## config.mk

```make
export PLATFORM = sky130hd
export DESIGN_NAME = comp_seq_arb
export DESIGN_NICKNAME = d
export VERILOG_FILES = /design/src/rtl/comp_seq_arb.sv
export SDC_FILE = /design/constraint.sdc
export NUM_CORES = 1
export LEC_CHECK = 0
export CELL_PAD_IN_SITES_DETAIL_PLACEMENT = 1
export CELL_PAD_IN_SITES_GLOBAL_PLACEMENT = 2
export CORE_MARGIN = 4
export CORE_UTILIZATION = 26
export DETAILED_ROUTE_END_ITERATION = 7
export GPL_TIMING_DRIVEN = 1
export PLACE_DENSITY_LB_ADDON = 0.2
export SYNTH_ARGS = -nofsm -noshare
export SYNTH_HDL_FRONTEND = slang
export SYNTH_SLANG_ARGS = --single-unit
export TNS_END_PERCENT = 1
```

## constraint.sdc

```tcl
create_clock -name clk -period 5.2 [get_ports clk]
set_input_delay 1.04 -clock clk [delete_from_list [all_inputs] [get_ports clk]]
set_output_delay 1.04 -clock clk [all_outputs]
set_load 0.02 [all_outputs]
```

## src/rtl/comp_seq_arb.sv

```systemverilog
// comp_seq_arb: round-robin arbiter and nibble-serial sequencer for the
// shared 4-bit equality comparator (comp2_1x_4), LSB nibble first.
// Ports: clk, reset (sync, active-high); req0/req1 valid/ready/a/b
// request channels; cmp_a/cmp_b/cmp_status comparator drive; rsp_valid,
// rsp_ready, rsp_eq, rsp_id response channel.
// Option: COMP_SEQ_ARB_MISMATCH_IDX_EN adds rsp_nib (first mismatching
// nibble index, NIB when equal).
module comp_seq_arb #(
  parameter int WIDTH = 16
) (
  input  logic             clk,
  input  logic             reset,
  input  logic             req0_valid,
  output logic             req0_ready,
  input  logic [WIDTH-1:0] req0_a,
  input  logic [WIDTH-1:0] req0_b,
  input  logic             req1_valid,
  output logic             req1_ready,
  input  logic [WIDTH-1:0] req1_a,
  input  logic [WIDTH-1:0] req1_b,
  output logic [3:0]       cmp_a,
  output logic [3:0]       cmp_b,
  input  logic             cmp_status,
  output logic             rsp_valid,
  input  logic             rsp_ready,
  output logic             rsp_eq,
  output logic             rsp_id
`ifdef COMP_SEQ_ARB_MISMATCH_IDX_EN
  ,
  output logic [$clog2(WIDTH/4+1)-1:0] rsp_nib
`endif
);

  localparam int NIB = WIDTH / 4;
  localparam int IW  = (NIB > 1) ? $clog2(NIB) : 1;
  localparam logic [IW-1:0] LAST = IW'(NIB - 1);

  typedef enum logic [1:0] {
    IDLE,
    COMPARE,
    RESP
  } state_t;

  state_t           state;
  logic             ptr;
  logic [IW-1:0]    idx;
  logic [WIDTH-1:0] a_q;
  logic [WIDTH-1:0] b_q;
  logic             eq_q;
  logic             id_q;
  logic             gnt0;
  logic             gnt1;

`ifdef COMP_SEQ_ARB_MISMATCH_IDX_EN
  localparam int NW = $clog2(NIB + 1);
  logic [NW-1:0] nib_q;
`endif

  // Grant only from IDLE; on contention the pointer decides.
  always_comb begin
    gnt0 = 1'b0;
    gnt1 = 1'b0;
    if (state == IDLE && !reset) begin
      gnt0 = req0_valid & (~req1_valid | ~ptr);
      gnt1 = req1_valid & (~req0_valid | ptr);
    end
  end

  assign req0_ready = gnt0;
  assign req1_ready = gnt1;

  // Operands shift right one nibble per compare step, so the
  // current nibble always sits in bits [3:0].
  always_comb begin
    cmp_a = 4'h0;
    cmp_b = 4'h0;
    if (state == COMPARE && !reset) begin
      cmp_a = a_q[3:0];
      cmp_b = b_q[3:0];
    end
  end

  // Outputs read as zero while reset is held, whatever the state.
  assign rsp_valid = (state == RESP) & ~reset;
  assign rsp_eq    = eq_q & ~reset;
  assign rsp_id    = id_q & ~reset;

`ifdef COMP_SEQ_ARB_MISMATCH_IDX_EN
  assign rsp_nib = reset ? '0 : nib_q;
`endif

  always_ff @(posedge clk) begin
    if (reset) begin
      state <= IDLE;
      ptr   <= 1'b0;
      idx   <= '0;
      a_q   <= '0;
      b_q   <= '0;
      eq_q  <= 1'b0;
      id_q  <= 1'b0;
`ifdef COMP_SEQ_ARB_MISMATCH_IDX_EN
      nib_q <= '0;
`endif
    end else begin
      unique case (state)
        IDLE: begin
          if (gnt0 | gnt1) begin
            a_q   <= gnt1 ? req1_a : req0_a;
            b_q   <= gnt1 ? req1_b : req0_b;
            id_q  <= gnt1;
            idx   <= '0;
            state <= COMPARE;
          end
        end
        COMPARE: begin
          if (!cmp_status) begin
            eq_q  <= 1'b0;
`ifdef COMP_SEQ_ARB_MISMATCH_IDX_EN
            nib_q <= NW'(idx);
`endif
            state <= RESP;
          end else if (idx == LAST) begin
            eq_q  <= 1'b1;
`ifdef COMP_SEQ_ARB_MISMATCH_IDX_EN
            nib_q <= NW'(NIB);
`endif
            state <= RESP;
          end else begin
            idx <= idx + IW'(1);
            a_q <= a_q >> 4;
            b_q <= b_q >> 4;
          end
        end
        RESP: begin
          if (rsp_ready) begin
            ptr   <= ~id_q;
            state <= IDLE;
          end
        end
        default: state <= IDLE;
      endcase
    end
  end

endmodule

```

==> results of run 1 <==
[layout make-up]
cell class	instances	area [µm²]	area share, %
multi-input combinational	209	1280	40.4
sequential	39	781	24.6
tap	105	131	4.14
clock buffer	8	100	3.15
inverter	4	15.0	0.473
timing repair buffer	88	866	27.3
[sequential cells by signal (all words and copies together), names as in the netlist]
register / cells
ptr: 1
id_q: 1
a_q: 16
b_q: 16
idx: 2
eq_q: 1
state: 2
[Yosys cell counts (3+ instances only)]
cell       n  area (µm²)
nand2b_1   3        18.8
nand2_1   59         221
nor2_1    28         105
buf_2      6        30.0
and2_1     8        50.1
buf_6      4        45.0
a21oi_1   28         140
mux2i_1    9        90.1
o31ai_2   20         250
inv_1      4        15.0
o31ai_1   28         210
dfxtp_1   39         781
clkbuf_1  15        56.3
nor2b_1    3        18.8
o21ai_0    8        40.0
[power groups by stage]
stage	combinational (mW)	sequential, mW	clock, mW
after global placement	0.193	0.347	0
final	0.191	0.340	0.227
after floorplan	0.113	0.344	0
after detailed placement	0.195	0.348	0
after CTS	0.195	0.341	0.238
after global routing	0.213	0.345	0.248
[per-layer routing]
metal  up-vias  wire length, µm
li1       1102                -
met1       995             3150
met2        54             3190
met3         9              375
met4         0               80
met5         -                0
[worst max-delay path, delay by kind of cell]
kind	cells	cell delay, ps
buffers and inverters	2	1240
and+or+nand+nor	2	880
[cells in the final DEF, fill, tap and decap left out, types with 2 or more instances in the layout]
cell type / instances
clkdlybuf4s50_1: 82
nand2b_1: 2
nor2_1: 28
nor2b_1: 2
dfxtp_1: 39
and2_1: 8
o31ai_1: 28
a21oi_1: 28
o21ai_0: 8
or2_1: 2
o31ai_2: 20
buf_4: 6
o21ai_1: 2
mux2i_1: 9
nand3b_1: 2
nand2_1: 59
clkbuf_8: 7
inv_1: 4
[cell families after synthesis]
group,count (synthesis),synth area share (%)
mux,9,4.10
buf+inv,29,6.66
compound gates,90,31.4
fa+ha+maj,1,0.569
flops,39,35.5
simple gates,109,21.7
[through the flow]
stage	cell area (µm²)	cells	hold WS, ps	utilization, %
after floorplan	2200	277	417	-
after global placement	3080	445	431	37.4
after CTS	3180	453	451	38.6
final	3180	453	444	38.6
after detailed placement	3080	445	432	37.4
after global routing	3180	453	475	38.6
[worst max-delay path by stage]
stage	slack, ps	cells after the start	startpoint	end
after floorplan	2230	5	req0_valid	req1_ready
after global placement	930	4	reset	cmp_b[3]
after detailed placement	870	4	reset	cmp_b[3]
after CTS	880	4	reset	cmp_b[3]
after global routing	730	4	reset	cmp_a[0]
final	990	4	reset	cmp_a[0]
==> summary by stage, run 1 <==
Route
Detailed routing inserted a total of 2160 vias. In the routed design, unresolved DRC markers number 0. The post-route antenna net violation count is 0. The detailed router's first-iteration violation count is 57. The first-pass detailed-route iteration total is 4. The number of vias per cell is 4.77. The average routed wire per standard cell is about 15 µm. Wires add up to 6790 µm.

CTS
The clock drives 39 sinks. The CTS tree is built. In this run, CTS created clock tree buffers numbering 5.

Clock latency on the worst-skew pair, taken at its later pin, is just under 300 ps. The clock passes through at most 2 buffers. The clock tree root driver cell is clkbuf_8.

The quantity of hold-fixing buffers added after cts is 0. The number of H-tree branching levels is 2. Clock-pin slew was measured on the worst setup and hold paths at approximately 80 ps. The number of gates resized after cts is 0. After clock tree synthesis, the setup repair step added 0 buffers.

Logic synthesis
After synthesis, flip-flops and latches occupy around 36% of the total area. Of all flip-flops after synthesis, the portion carrying an async set or reset was 0%. Yosys mapped the design onto 27 distinct sky130hd cell types. The post-synth net total is 348. Yosys printed 0 warnings. In the synthesized netlist the dominant register cell turns out to be dfxtp_1.

The number of standard cells after synthesis is about 280. The synthesized design contains 0 enable-type register cells. The cell area that synthesis handed to floorplanning was roughly 2200 µm². In this run the mean area of a mapped cell was roughly 7.9 µm². After synthesis the netlist holds a flip-flop and latch count of 39.

Run
The max-capacitance violation count is 0.

Pwr
The power share of the combinational group is ~25%. Sequential cells burn 44.9% of the power. The reported net switching power is roughly 0.22 mW.

The power density of the placed cells is roughly 240 nW/µm². The total power consumption of the routed design is between 0.7 and 0.8 mW. VDD sags by at most 76.9 µV. The cell internal power dissipation is approximately 0.54 mW.

In this run the static leakage power is about 1.3 nW. The switching share of power is roughly 28%. The clock power share is between 20% and 30%.

Setup path
The depth of the worst register-to-register path is 6. Traced cell by cell, the critical path runs through clkdlybuf4s50_1 > nor2_1 > and2_1 > clkdlybuf4s50_1. In this run the critical register-to-register path is launched from idx[0]. The worst setup path is captured at an output port.

The kind of critical path is primary input to output port. Along the worst path, the maximum fanout reaches 12. In this run the critical register-to-register path is captured at b_q[1].

For the worst setup path, the data required time is roughly 4200 ps. The worst stage delay on the critical path is approximately 660 ps. The data arrival at the endpoint of the critical path is roughly 3200 ps. The worst-path cell with the longest stage delay is nor2_1.

The most frequent cell on the critical path is clkdlybuf4s50_1. The kind of launch point of the worst setup path is a primary input. The worst setup slack for register-to-register paths is 3170 ps.

Timing
The sum of negative setup slack is 0 ps. The number of hold-slack violations in the final timing report is 0. Based on the critical path, the design can be clocked at up to roughly 240 MHz.

The number of pins exceeding their max-slew limit in the final report is 0. The smallest clock period supported by the final layout is computed as 4210 ps. Setup repair after global routing left no endpoint under its margin.

Setup violations remaining at the end of the flow were counted as 0. In the finished design, the share of the clock period the worst path needs comes to between 80% and 90%. The worst-case clock skew is 5.82 ps.

The worst-margin pin slew is 907 ps. The worst-case headroom to the max-slew limit is 39.5%. Once routing completed, OpenROAD measured the worst setup slack at about 990 ps.

Cells and area
Fill cells in the final layout number a little over 1000. The count of nets after finishing is approximately 420. The proportion of layout cells with a drive suffix above 1 is a little over a tenth. The area growth from synthesis to layout is 44.5%. The repair_antennas step left the layout with diodes totalling 0.

GRT
The initial antenna violation count is 0. For this run, global-route usage on met3 was measured as about 3%. The overflow left after global routing is 0. The routing layer with the top usage in global route is met2.

For met1 alone, demand over resource in global routing was a little under a fifth. Entering global routing, the biggest net connects 50 pins. The met2 demand-to-capacity share in global routing is ~23%. The global-route total usage across every layer is between 10% and 20%. The first-pass GRT wire length is ~11000 µm. The via count of the first global-routing pass is approximately 2200.

Die
The total area inside the core boundary comes to between 8000 and 9000 µm². The die covers 9990 µm². The die span in y is approximately 100 µm. The die width is 99.9 µm. The number of top-level pins is 83. The starting density of the core is 26.7%. The initialized floorplan defines 33 standard-cell rows.

Min path
The origin of the worst min-delay path is a_q[1]. The endpoint of the worst hold-timing path is a_q[1]. The class of the tightest hold or removal check is flip-flop to flip-flop. The number of cells on the worst hold path is 2.

Place
Port buffering added 82 buffers. The placed wire-length estimate after detailed placement is 4730 µm. At the end of routability-driven placement, the weighted congestion stood at about 0.74. Prior to clock tree synthesis, the placed netlist has a worst setup slack of about 870 ps.

Run status
The run finished with clean final reports.
No activity file was read; power rests on OpenSTA's default activity.
==> run 2, diff against run 1 <==
--- a/config.mk
+++ b/config.mk
@@ -8,7 +8,7 @@
 export CELL_PAD_IN_SITES_DETAIL_PLACEMENT = 1
 export CELL_PAD_IN_SITES_GLOBAL_PLACEMENT = 2
 export CORE_MARGIN = 4
-export CORE_UTILIZATION = 26
+export CORE_UTILIZATION = 22
 export DETAILED_ROUTE_END_ITERATION = 7
 export GPL_TIMING_DRIVEN = 1
 export PLACE_DENSITY_LB_ADDON = 0.2
==> constraint.sdc (replaced) <==
create_clock -name clk -period 3.5 [get_ports clk]
set_input_delay 0.7 -clock clk [delete_from_list [all_inputs] [get_ports clk]]
set_output_delay 0.7 -clock clk [all_outputs]
set_load 0.02 [all_outputs]
==> run 2 against run 1 <==
  * Via count grew 2.8%
  * Sequential share of layout area shrank 0.40 points
  * Highest routed layer unchanged
  * Final area grew 1.7%
==> summary by stage, run 2 (synthesis gave the netlist of run 1 again) <==
CTS
The number of H-tree branching levels came to 2 (unchanged). The number of gates resized after cts came to 0 (unchanged). The clock insertion delay at the later pin of the skew report was 290 ps (about the same). The clock tree root driver cell is clkbuf_8.

The buffer count from post-CTS setup fixing is 0 (unchanged). The quantity of hold-fixing buffers added after cts is 0 (unchanged). The CTS clock-pin slew for the worst setup and hold paths is 70 ps (about the same). The total clock buffers created by CTS was 5 (unchanged). The deepest clock path buffer count is 2 (unchanged). TritonCTS built the clock tree. The number of clock sinks is 39 (unchanged).

Setup path
The depth of the worst register-to-register path was 6 (unchanged). The capturing element type of the critical path is an output port. The data arrival at the endpoint of the critical path is 2430 ps (-740 ps). The biggest fanout along the worst timing path is 7 (-5). STA classifies the critical path startpoint as a primary input. In this run the critical register-to-register path is captured at a_q[5]. The worst endpoint required time is 2800 ps (-1360 ps). The worst setup slack for register-to-register paths is 1580 ps (-1590 ps).

In this run the critical register-to-register path is launched from idx[0]. The worst setup path is of the primary input to output port kind.

Place
The number of placed instances, taps included was 477 (+7.2%). The worst setup timing slack at the placement stage is 337 ps (-538 ps). The placed instance area was 3140 µm² (+2.1%). The placed wire-length estimate after detailed placement was 5250 µm (+11%). The final estimated routing congestion in global placement is 0.721 (-2.3%). The number of port buffers was 82 (unchanged).

Route
The number of vias after detailed routing was 2220 (+2.8%). The detailed-route DRC error count came to 0 (unchanged). The number of vias per cell is 4.59 (-3.8%). The wire length reported by the detailed router came to 7490 µm (+10%). The post-route antenna net violation count is 0 (unchanged). The detailed router's first-iteration violation count is 46 (-19%). The first-pass detailed-route iteration total is 4 (unchanged). The average routed wire per standard cell is 15.5 µm (+3.2%).

Timing
Based on the critical path, the design can be clocked at up to around 320 MHz. The number of hold-slack violations in the final timing report is 0 (unchanged). Setup repair after global routing left no endpoint under its margin. Dividing the final minimum period by the clock period gives between 80% and 90%. The final critical-path setup slack is 368 ps (-625 ps).

The number of endpoints failing setup at the final stage is 0 (unchanged). The worst-margin pin slew is 551 ps (-356 ps). The sum of negative setup slack is 0 ps (unchanged). The worst-case clock skew is 7.84 ps (+2.03 ps). The worst path needs 3130 ps of the cycle, external delays included.

The worst-case headroom to the max-slew limit is 63.2% (+24 points). The number of pins exceeding their max-slew limit in the final report was 0 (unchanged).

Pwr
The maximum vdd ir drop is 115 µV (+49%). The total power consumption of the routed design came to 1.11 mW (+47%). The power density of the placed cells is 345 nW/µm² (+44%).

The reported leakage power is 1.28 nW (+1.2%).

Run status
The run finished with clean final reports.

Min path
The endpoint of the worst hold-timing path is b_q[0]. The worst hold path begins at b_q[0]. The number of cells on the worst hold path is 2 (unchanged). The class of the tightest hold or removal check is flip-flop to flip-flop.

Die
The number of rows in the core area came to 36 (+9.1%). The core footprint is 9730 µm² (+18%). The die span in y is 108 µm (+8.0%). The number of top-level pins is 83 (unchanged).

The die width is 108 µm (+8.0%). The starting density of the core is 22.6% (-4.2 points). The floorplan die area is 11700 µm² (+17%).

Cells and area
The proportion of layout cells with a drive suffix above 1 is 12.0% (+1.0 points). The final design instance area without fill came to 3230 µm² (+1.7%). The multi-input gate area in the final layout is 1280 µm² (unchanged).

The number of non-filler instances in the completed layout is 484 (+6.8%). The count of antenna diodes in the layout is 0 (unchanged). The register area is 781 µm² (unchanged). In the layout the commonest cells are clkdlybuf4s50_1 (82), nand2_1 (59), dfxtp_1 (39).

Leaving out fill and tap cells, the most frequent cell in the layout is clkdlybuf4s50_1. The largest registers in the layout are a_q x16, b_q x16. The area growth from synthesis to layout is 46.9%. The number of filler cells placed in the layout was 1183 (+16%). The count of nets after finishing is 422 (+0.96%).

GRT
The first-pass GRT wire length is 12000 µm (+7.9%). The via count of the first global-routing pass was 2328 (+4.2%). The initial antenna violation count is 0 (unchanged). The global-route total usage across every layer came to 13.2% (-0.61 points).

The largest net degree at the start of global routing came to 50 (unchanged). The overflow left after global routing is 0 (unchanged).

Run
The max-capacitance violation count is 0 (unchanged).
run 2: metal layers:
| metal | global-route usage (%) | vias up | wire (µm) |
|---|---|---|---|
| li1 | - | 1110 | - |
| met1 | 17.3 | 1056 | 3500 |
| met2 | 22.3 | 47 | 3620 |
| met3 | 2.15 | 7 | 281 |
| met4 | 3.79 | 0 | 82 |
| met5 | 0 | - | 0 |
run 2: stage by stage:
step	util [%]	hold WS [ps]
finish	33.2	458
floorplan	-	417
global placement	32.3	439
CTS	33.2	461
detailed placement	32.3	443
global route	33.2	483
run 2: critical path, stage by stage:
cell and delay [ps]:
clkdlybuf4s50_1 520, nor3_2 340, nand3b_1 190, inv_1 90, clkdlybuf4s50_1 600
run 2: power by group:
group / switching, mW / internal (mW) / leakage (nW)
Combinational: 0.147 / 0.144 / 0.912
Clock: 0.159 / 0.155 / 0.0470
Sequential: 0.0227 / 0.485 / 0.320
run 2: area by class of cell:
cell class,count,area share (%)
clock buffers,6,2.56
repair buffers,92,27.8
well taps,133,5.16
clock inverters,1,0.155
multi-input cells,209,39.7
flip-flops and latches,39,24.2
inverters,4,0.465
run 2: worst max path at each step:
stage                from         end  slack, ps  depth (start not counted)
5_1_grt             reset  req1_ready        250                          5
6_report            reset  req1_ready        370                          5
2_1_floorplan  req0_valid  req1_ready       1210                          5
4_1_cts             reset  req1_ready        340                          5
3_3_place_gp        reset  req1_ready        340                          5
3_5_place_dp        reset  req1_ready        340                          5
